**src/rtl/operand_loader_pkg.sv**
```systemverilog
// operand_loader shared types: loader state encoding and default width.
// 2'd3 is unreachable; the FSM treats it as LD_A.
package operand_loader_pkg;

  localparam int OPW = 8;

  typedef enum logic [1:0] {
    LD_A    = 2'd0,
    LD_B    = 2'd1,
    LD_HOLD = 2'd2
  } state_t;

endpackage

```
**src/rtl/operand_loader_if.sv**
```systemverilog
// Serial-in / parallel-out bus of the operand loader.
// master = feeder and consumer side, slave = the loader itself.
interface operand_loader_if
  import operand_loader_pkg::*;
#(
  parameter int W = OPW
);

  logic         sin;
  logic         sin_valid;
  logic         sin_ready;
  logic [W-1:0] a_out;
  logic [W-1:0] b_out;
  logic         out_valid;
  logic         out_ready;
  logic [7:0]   pair_cnt;

  modport master (
    output sin, sin_valid, out_ready,
    input  sin_ready, a_out, b_out,
    input  out_valid, pair_cnt
  );

  modport slave (
    input  sin, sin_valid, out_ready,
    output sin_ready, a_out, b_out,
    output out_valid, pair_cnt
  );

endinterface

```
**src/rtl/operand_loader_sipo.sv**
```systemverilog
// W-bit serial-in/parallel-out shift register, MSB first.
// Shared by the A and B phases of the loader.
module sipo_w
  import operand_loader_pkg::*;
#(
  parameter int W = OPW
) (
  input  logic         clk,
  input  logic         rst_n,
  input  logic         clr,
  input  logic         en,
  input  logic         din,
  output logic [W-1:0] q
);

  always_ff @(posedge clk or negedge rst_n) begin
    if (!rst_n)   q <= '0;
    else if (clr) q <= '0;
    else if (en)  q <= {q[W-2:0], din};
  end

endmodule

```
**src/rtl/operand_loader.sv**
```systemverilog
// Serial front end: assembles A then B MSB first and presents the pair
// with a valid/ready handshake; counts completed handshakes.
module operand_loader
  import operand_loader_pkg::*;
#(
  parameter int W = OPW
) (
  input  logic clk,
  input  logic rst_n,
  input  logic clr,
  operand_loader_if.slave bus
);

  localparam int CW = $clog2(W);

  state_t         state;
  state_t         nxt;
  logic [CW-1:0]  bcnt;
  logic [W-1:0]   sh;
  logic [W-1:0]   sh_nxt;
  logic [W-1:0]   a_stg;
  logic           take;
  logic           last;
  logic           hs;
  logic           done_a;
  logic           done_b;

  // ready is a pure state decode, never a path from out_ready
  assign bus.sin_ready = (state != LD_HOLD);
  assign take   = bus.sin_valid && bus.sin_ready;
  assign last   = (bcnt == CW'(W - 1));
  assign sh_nxt = {sh[W-2:0], bus.sin};
  assign hs     = bus.out_valid && bus.out_ready;

  sipo_w #(.W(W)) u_sipo (
    .clk  (clk),
    .rst_n(rst_n),
    .clr  (clr),
    .en   (take),
    .din  (bus.sin),
    .q    (sh)
  );

  always_comb begin
    nxt    = LD_A;
    done_a = 1'b0;
    done_b = 1'b0;
    unique case (1'b1)
      (state == LD_B): begin
        nxt = LD_B;
        if (take && last) begin
          done_b = 1'b1;
          nxt    = LD_HOLD;
        end
      end
      (state == LD_HOLD): begin
        nxt = hs ? LD_A : LD_HOLD;
      end
      default: begin
        if (take && last) begin
          done_a = 1'b1;
          nxt    = LD_B;
        end
      end
    endcase
  end

  always_ff @(posedge clk or negedge rst_n) begin
    if (!rst_n)   state <= LD_A;
    else if (clr) state <= LD_A;
    else          state <= nxt;
  end

  always_ff @(posedge clk or negedge rst_n) begin
    if (!rst_n) begin
      bcnt          <= '0;
      a_stg         <= '0;
      bus.a_out     <= '0;
      bus.b_out     <= '0;
      bus.out_valid <= 1'b0;
      bus.pair_cnt  <= 8'd0;
    end else if (clr) begin
      bcnt          <= '0;
      a_stg         <= '0;
      bus.a_out     <= '0;
      bus.b_out     <= '0;
      bus.out_valid <= 1'b0;
    end else begin
      if (take)
        bcnt <= last ? '0 : bcnt + 1'b1;
      if (done_a)
        a_stg <= sh_nxt;
      if (done_b) begin
        bus.a_out     <= a_stg;
        bus.b_out     <= sh_nxt;
        bus.out_valid <= 1'b1;
      end
      if (hs) begin
        bus.out_valid <= 1'b0;
        bus.pair_cnt  <= bus.pair_cnt + 8'd1;
      end
    end
  end

endmodule
```
**src/flat_wrapper.sv**
```systemverilog
// flat-port wrapper written by rule: the top's interface ports become plain ports
module operand_loader_flat import operand_loader_pkg::*;
#(
  parameter int W = OPW
)
  (clk, rst_n, clr, bus_sin, bus_sin_valid, bus_out_ready, bus_sin_ready, bus_a_out, bus_b_out, bus_out_valid, bus_pair_cnt);
  operand_loader_if #(.W(W)) bus_i ();
  input  logic clk;
  input  logic rst_n;
  input  logic clr;
  input wire logic [$bits(bus_i.sin)-1:0] bus_sin;
  input wire logic [$bits(bus_i.sin_valid)-1:0] bus_sin_valid;
  input wire logic [$bits(bus_i.out_ready)-1:0] bus_out_ready;
  output wire logic [$bits(bus_i.sin_ready)-1:0] bus_sin_ready;
  output wire logic [$bits(bus_i.a_out)-1:0] bus_a_out;
  output wire logic [$bits(bus_i.b_out)-1:0] bus_b_out;
  output wire logic [$bits(bus_i.out_valid)-1:0] bus_out_valid;
  output wire logic [$bits(bus_i.pair_cnt)-1:0] bus_pair_cnt;
  assign bus_i.sin = bus_sin;
  assign bus_i.sin_valid = bus_sin_valid;
  assign bus_i.out_ready = bus_out_ready;
  assign bus_sin_ready = bus_i.sin_ready;
  assign bus_a_out = bus_i.a_out;
  assign bus_b_out = bus_i.b_out;
  assign bus_out_valid = bus_i.out_valid;
  assign bus_pair_cnt = bus_i.pair_cnt;
  operand_loader #(.W(W)) u_core (.clk(clk), .rst_n(rst_n), .clr(clr), .bus(bus_i));
endmodule
```
**config.mk**
```make
export PLATFORM = sky130hd
export DESIGN_NAME = operand_loader_flat
export DESIGN_NICKNAME = d
export VERILOG_FILES = /design/src/rtl/operand_loader_pkg.sv /design/src/rtl/operand_loader_if.sv /design/src/rtl/operand_loader_sipo.sv /design/src/rtl/operand_loader.sv /design/src/flat_wrapper.sv
export SDC_FILE = /design/constraint.sdc
export NUM_CORES = 1
export LEC_CHECK = 0
export ABC_CLOCK_PERIOD_IN_PS = 2110
export CAP_MARGIN = 10
export CORE_MARGIN = 4
export CORE_UTILIZATION = 48
export CTS_CLUSTER_DIAMETER = 50
export DETAILED_ROUTE_END_ITERATION = 10
export PLACE_DENSITY_LB_ADDON = 0.1
export SETUP_SLACK_MARGIN = 0.2
export SLEW_MARGIN = 10
export SYNTH_ARGS = -nofsm -noshare
export SYNTH_HDL_FRONTEND = slang
export SYNTH_SLANG_ARGS = --single-unit
```
**constraint.sdc**
```tcl
create_clock -name clk -period 2.11 [get_ports clk]
set_input_delay 0.211 -clock clk [delete_from_list [all_inputs] [get_ports clk]]
set_output_delay 0.211 -clock clk [all_outputs]
set_load 0.1 [all_outputs]
```
# ---- Yosys cells after proc, flatten, opt, wreduce, memory -nomap -nowiden
# Cells that the tools add are included.
dict set report op_classes {
  n_addsub 2
  mul 0
  div_mod_pow 0
  n_lt_le_gt_ge 0
  n_eq_ne 4
  shifts 0
  muxes 22
  bitwise_logic 1
  n_reduce_logical 9
}
# cell n
set op_table {}
lappend op_table {{$mux W8} 6}
lappend op_table {{$mux W7} 2}
lappend op_table {{$mux W3} 3}
lappend op_table {{$add A8 B1 Y8 const B} 1}
lappend op_table {{$mux W1} 7}
lappend op_table {{$mux W2} 3}
lappend op_table {{$reduce_bool A2 Y1} 3}
lappend op_table {{$pmux W2 S2} 1}
lappend op_table {{$add A3 B1 Y3 const B} 1}
lappend op_table {{$eq A3 B3 Y1 const B} 1}
lappend op_table {{$logic_and A1 B1 Y1} 3}
lappend op_table {{$reduce_bool A3 Y1} 1}
lappend op_table {{$eq A2 B1 Y1 const B} 1}
lappend op_table {{$eq A2 B2 Y1 const B} 1}
lappend op_table {{$ne A2 B2 Y1 const B} 1}
lappend op_table {{$reduce_and A2 Y1} 1}
lappend op_table {{$reduce_or A2 Y1} 1}
lappend op_table {{$not A1 Y1} 1}
dict set report word_totals {
  regBits 45
  latchBits 0
  ramBits 0
  mem_bits_ro 0
  output_inout_bits 26
  elab_cells 46
  memories 0
}

# ---- Longest topological paths before layout
dict set report depth {
  word_depth 8
  ltp_mapped 7
  ltp_nobuf 5
}

# ---- Hierarchy
# Synthesis repeated with hierarchy kept, for this count alone.
dict set report hier_totals {
  cells_unflattened 196
  area_unflattened_um2 1995.7
}
# mod n_inst cells_each area_each_um2 seq_area_each_um2
set by_module_without_submodules {}
lappend by_module_without_submodules {operand_loader 1 170 1670.4 950.9}
lappend by_module_without_submodules {sipo_w 1 26 325.3 200.2}

# ---- Worst setup path before layout
# Ideal clock, no wire load.
dict set report synth_timing {
  path_kind {register to register}
  startpoint {reg u_core.bus.out_valid}
  endpoint {reg u_core.bus.pair_cnt[1]}
  arrival_time_ns 1.670
  required_time_ns 1.984
  slack_ns 0.314
  stages_incl_launch_ff 4
  synth_period_minus_slack_ns 1.796
  path_cell_list {dfrtp_1 and3b_1 buf_2 mux2_2}
}
dict set report synth_between {
  elab_chain_len 2
}
# item line
set synth_rtl {}
lappend synth_rtl {{start, declared} operand_loader_if.sv:27} ;# output out_valid, pair_cnt
lappend synth_rtl {{start signal, assigned} operand_loader.sv:80} ;# bus.out_valid <= 1'b0;
lappend synth_rtl {{start signal, assigned} operand_loader.sv:87} ;# bus.out_valid <= 1'b0;
lappend synth_rtl {{start signal, assigned} operand_loader.sv:96} ;# bus.out_valid <= 1'b1;
lappend synth_rtl {{$logic_and A1 B1 Y1} operand_loader.sv:33} ;# assign hs = bus.out_valid && bus.out_ready;
lappend synth_rtl {{$reduce_and A2 Y1 (no line)} --}
lappend synth_rtl {{end signal, assigned} operand_loader.sv:100} ;# bus.pair_cnt <= bus.pair_cnt + 8'd1;
lappend synth_rtl {{end, declared} operand_loader_if.sv:27}
# No other way between the ends.
# A chain may end at the register's enable or synchronous reset.

# ---- Worst setup path in the final report
dict set report layout_timing {
  startpoint {reg u_core.bcnt[0]}
  endpoint {reg u_core.bus.a_out[5]}
}
dict set report layout_between {
  elab_chain_len 5
}
# item line
set layout_rtl {}
lappend layout_rtl {{start, declared} operand_loader.sv:18} ;# logic [CW-1:0] bcnt;
lappend layout_rtl {{start signal, assigned} operand_loader.sv:90} ;# bcnt <= last ? '0 : bcnt + 1'b1;
lappend layout_rtl {{$eq A3 B3 Y1} operand_loader.sv:31} ;# assign last = (bcnt == CW'(W - 1));
lappend layout_rtl {{$logic_and A1 B1 Y1} operand_loader.sv:51} ;# if (take && last) begin
lappend layout_rtl {{$mux W1} operand_loader.sv:51}
lappend layout_rtl {{$mux W1} operand_loader.sv:48} ;# unique case (1'b1)
lappend layout_rtl {{$reduce_bool A2 Y1 (no line)} --}
lappend layout_rtl {{end signal, assigned} operand_loader.sv:94} ;# bus.a_out <= a_stg;
lappend layout_rtl {{end, declared} operand_loader_if.sv:26} ;# output sin_ready, a_out, b_out,
# No other way between the ends.

==> reports/qor.txt <==
Clock Pin Slew Worst Setup and Hold Paths: 80 ps
Final Util: 61.9%
Total number of vias: 1462
Die height: 71.4 um
Antenna violations before repair: 0
Synth Area per Inst: 9.73 sq um
DP Worst Slack: 453 ps
Fin worst setup slack: 447 ps
Final Hold Fails: 0
CP Cell Sequence: ha_1, ha_1, nand4b_2, buf_4, nand2_1, a21oi_1
Ant diodes: 0
PortBufs: 31
Final WL: 3870 um
R2R cell count: 6
Fillers: 314
Critical path depth: 6
Design Area, Final: 0.00233 sq mm
Die area: 0.00509 sq mm
DR pass1 iterations: 4
Cell Pwr Density: 660 mW/mm^2
CTS buffer count: 5
Final setup viols: 0
Initial Utilization: 51.1%
Synth cell types: 29
Critical Path End Type: register
Register area: 0.00113 sq mm
Layout net count: 244
Sequential area share after synthesis: 58.4%
DRT iter0 DRCs: 114
Maximum clock path buffer count: 2
Routability cong.: 0.781
Kind of critical path: register to register
Final ANT Viol Nets: 0
Minimum clock period: 1660 ps
Worst path bufs/invs: 1
Htree depth: 2
Fin cells: 281
Core area: 0.00377 sq mm
Logic pwr share: 4.1%
Vias/cell: 5.20
Status: finished, final reports clean
Slowest cell on the critical path: dfrtp_1
Max Slew Vio Count: 0
# DRC: 0
Mapped Cells: 198
Root Driver: clkbuf_8
MaxCap Viol Count: 0
Post-route setup TNS: 0 ps
HPWL after DPL: 2760 um
Sequential Power Share: 56.5%
P_int: 1230 uW
Startpoint class of the critical path: register
Total I/O pin count: 32
Max Clk Rate: 601 MHz
TritonCTS clock tree: yes
Clk sinks: 45
Leakage power: 0.00110 uW
Layout cells sized above 1: 18.9%
Top delay family on crit path: adder cells
Total GRT Usage: 16.9%
Largest net degree at the start of global routing: 38
Worst-skew pair later-pin latency: 290 ps
Area Overhead vs Synth: 21.2%
Dpl cells: 273
Post-CTS Setup Bufs: 0
Die width: 71.4 um
Critical path data required time: 2270 ps
Post-Syn Area: 0.00193 sq mm
Gr ovfl total: 0
Unrepaired setup endpoints after global routing: no
Synth warnings: 0
Sw power: 310 uW
Worst Skew: 5.72 ps
Worst Tran Pin Value: 434 ps
Syn nets: 209
First-pass GRT wire length: 6720 um
Num rows: 22
Placed inst area: 0.00222 sq mm
Routed WL per cell: 13.8 um
Relative slew slack: 70.9%
Worst Path Arrival: 1820 ps
Fin crit share: 78.8%
Clock Power Share: 39.4%
Class of the worst hold path: primary input to asynchronous set/reset pin
Switching part of the total power: 20.1%
Worst-path maximum fanout: 10
CP max stage delay: 380 ps
Peak VDD IR: 0.000403 V
Footprint of the multi-input gates: 727 sq um
Vias in the first global route: 1459
FF+latch count, synth: 45
Cell mode on critical path: ha_1
-- cells in the mapped netlist --
master,number,area (sq um)
nand2_1,68,255
dfrtp_1,45,1130
a21oi_1,36,180
xnor2_1,6,52.6
buf_2,5,25.0
ha_1,5,62.6
inv_1,4,15.0
clkbuf_1,3,11.3
nand3_1,3,15.0
and4b_1,2,20.0
mux2_2,2,22.5
nand4_1,2,12.5
a211o_1,1,8.76
and2_1,1,6.26
and3_1,1,6.26
and3b_1,1,8.76
and4_1,1,8.76
buf_1,1,3.75
buf_4,1,7.51
buf_6,1,11.3
nand2b_1,1,6.26
nand3b_1,1,7.51
nand4b_1,1,8.76
nand4b_2,1,15.0
nor2_1,1,3.75
nor2b_1,1,6.26
nor3_1,1,5.00
or3_1,1,6.26
xor2_1,1,8.76
-- power by group through the flow --
stage | Sequential, uW | Combinational (uW) | Clock (uW)
2_1_floorplan | 887 | 23.3 | 0
3_3_place_gp | 887 | 59.0 | 0
3_5_place_dp | 888 | 62.8 | 0
4_1_cts | 870 | 64.2 | 628
5_1_grt | 871 | 71.0 | 666
6_report | 871 | 62.7 | 608
-- worst register-to-register path, delay by kind of cell, from the launching register on --
| kind | cells | cell delay (ps) |
|---|---|---|
| adders and majority gates | 2 | 420 |
| AOI/OAI and AO/OA | 1 | 60 |
| buffers and inverters | 1 | 280 |
| and+or+nand+nor | 2 | 380 |
| DFF | 1 | 380 |
-- layout by cell type, fill, tap and decap left out, types with 3 or more instances in the layout --
cell             count
clkbuf_8             5
nand2_1             68
clkdlybuf4s50_1      4
buf_4               33
ha_1                 5
a21oi_1             36
dfrtp_1             45
xnor2_1              6
nand3_1              3
inv_1                4
-- registers in the layout, indices dropped and copies added, names as in the netlist --
| register | count |
|---|---|
| u_core.a_stg | 8 |
| u_core.bcnt | 3 |
| u_core.bus.a_out | 8 |
| u_core.bus.b_out | 8 |
| u_core.bus.out_valid | 1 |
| u_core.bus.pair_cnt | 8 |
| u_core.state | 2 |
| u_core.u_sipo.q | 7 |
-- timing repair --
| action | in CTS | in global routing |
|---|---|---|
| endpoints found under the hold margin | 11 | 0 |
| resized for setup | 0 | 0 |
| setup endpoints to repair | 0 | 0 |
| hold buffers | 1 | 0 |
-- worst paths after layout --
check	slack [ps]	from	end
max	450	u_core.bcnt[0]$_DFFE_PN0P_	u_core.bus.a_out[5]$_DFFE_PN0P_
min	330	rst_n	u_core.bus.pair_cnt[4]$_DFFE_PN0P_
max reg2reg	450	u_core.bcnt[0]$_DFFE_PN0P_	u_core.bus.a_out[5]$_DFFE_PN0P_
min reg2reg	480	u_core.bus.pair_cnt[7]$_DFFE_PN0P_	u_core.bus.pair_cnt[7]$_DFFE_PN0P_
max in group asynchronous	1200	rst_n	u_core.bus.b_out[3]$_DFFE_PN0P_
min in group clk	480	u_core.bus.pair_cnt[7]$_DFFE_PN0P_	u_core.bus.pair_cnt[7]$_DFFE_PN0P_
-- logic make-up after synthesis --
group / share of synthesized area (%)
mux: 1.17
fa+ha+maj: 3.25
simple gates: 20.3
buf+inv: 3.83
compound gates: 9.81
flops: 58.4
xor+xnor: 3.18
-- final cells by class --
type                    count  area share (%)
flip-flops and latches     45            48.2
repair buffers             39            13.0
clock buffers               5            2.95
clock inverters             2            1.50
inverters                   4           0.643
well taps                  48            2.57
multi-input cells         138            31.1
-- routing by layer --
metal / global-route usage [%] / wire length, um / up-vias
met5: 0 / 0 / -
met4: 6.05 / 37 / 0
met3: 5.47 / 262 / 6
met2: 27.9 / 1890 / 52
met1: 20.9 / 1670 / 682
li1: - / - / 722
-- metrics by stage --
step | hold WS, ps | power (uW)
global placement | 107 | 946
finish | 327 | 1540
CTS | 330 | 1560
floorplan | -84.6 | 910
global route | 334 | 1610
detailed placement | 117 | 950
No activity file was read; power rests on OpenSTA's default activity.
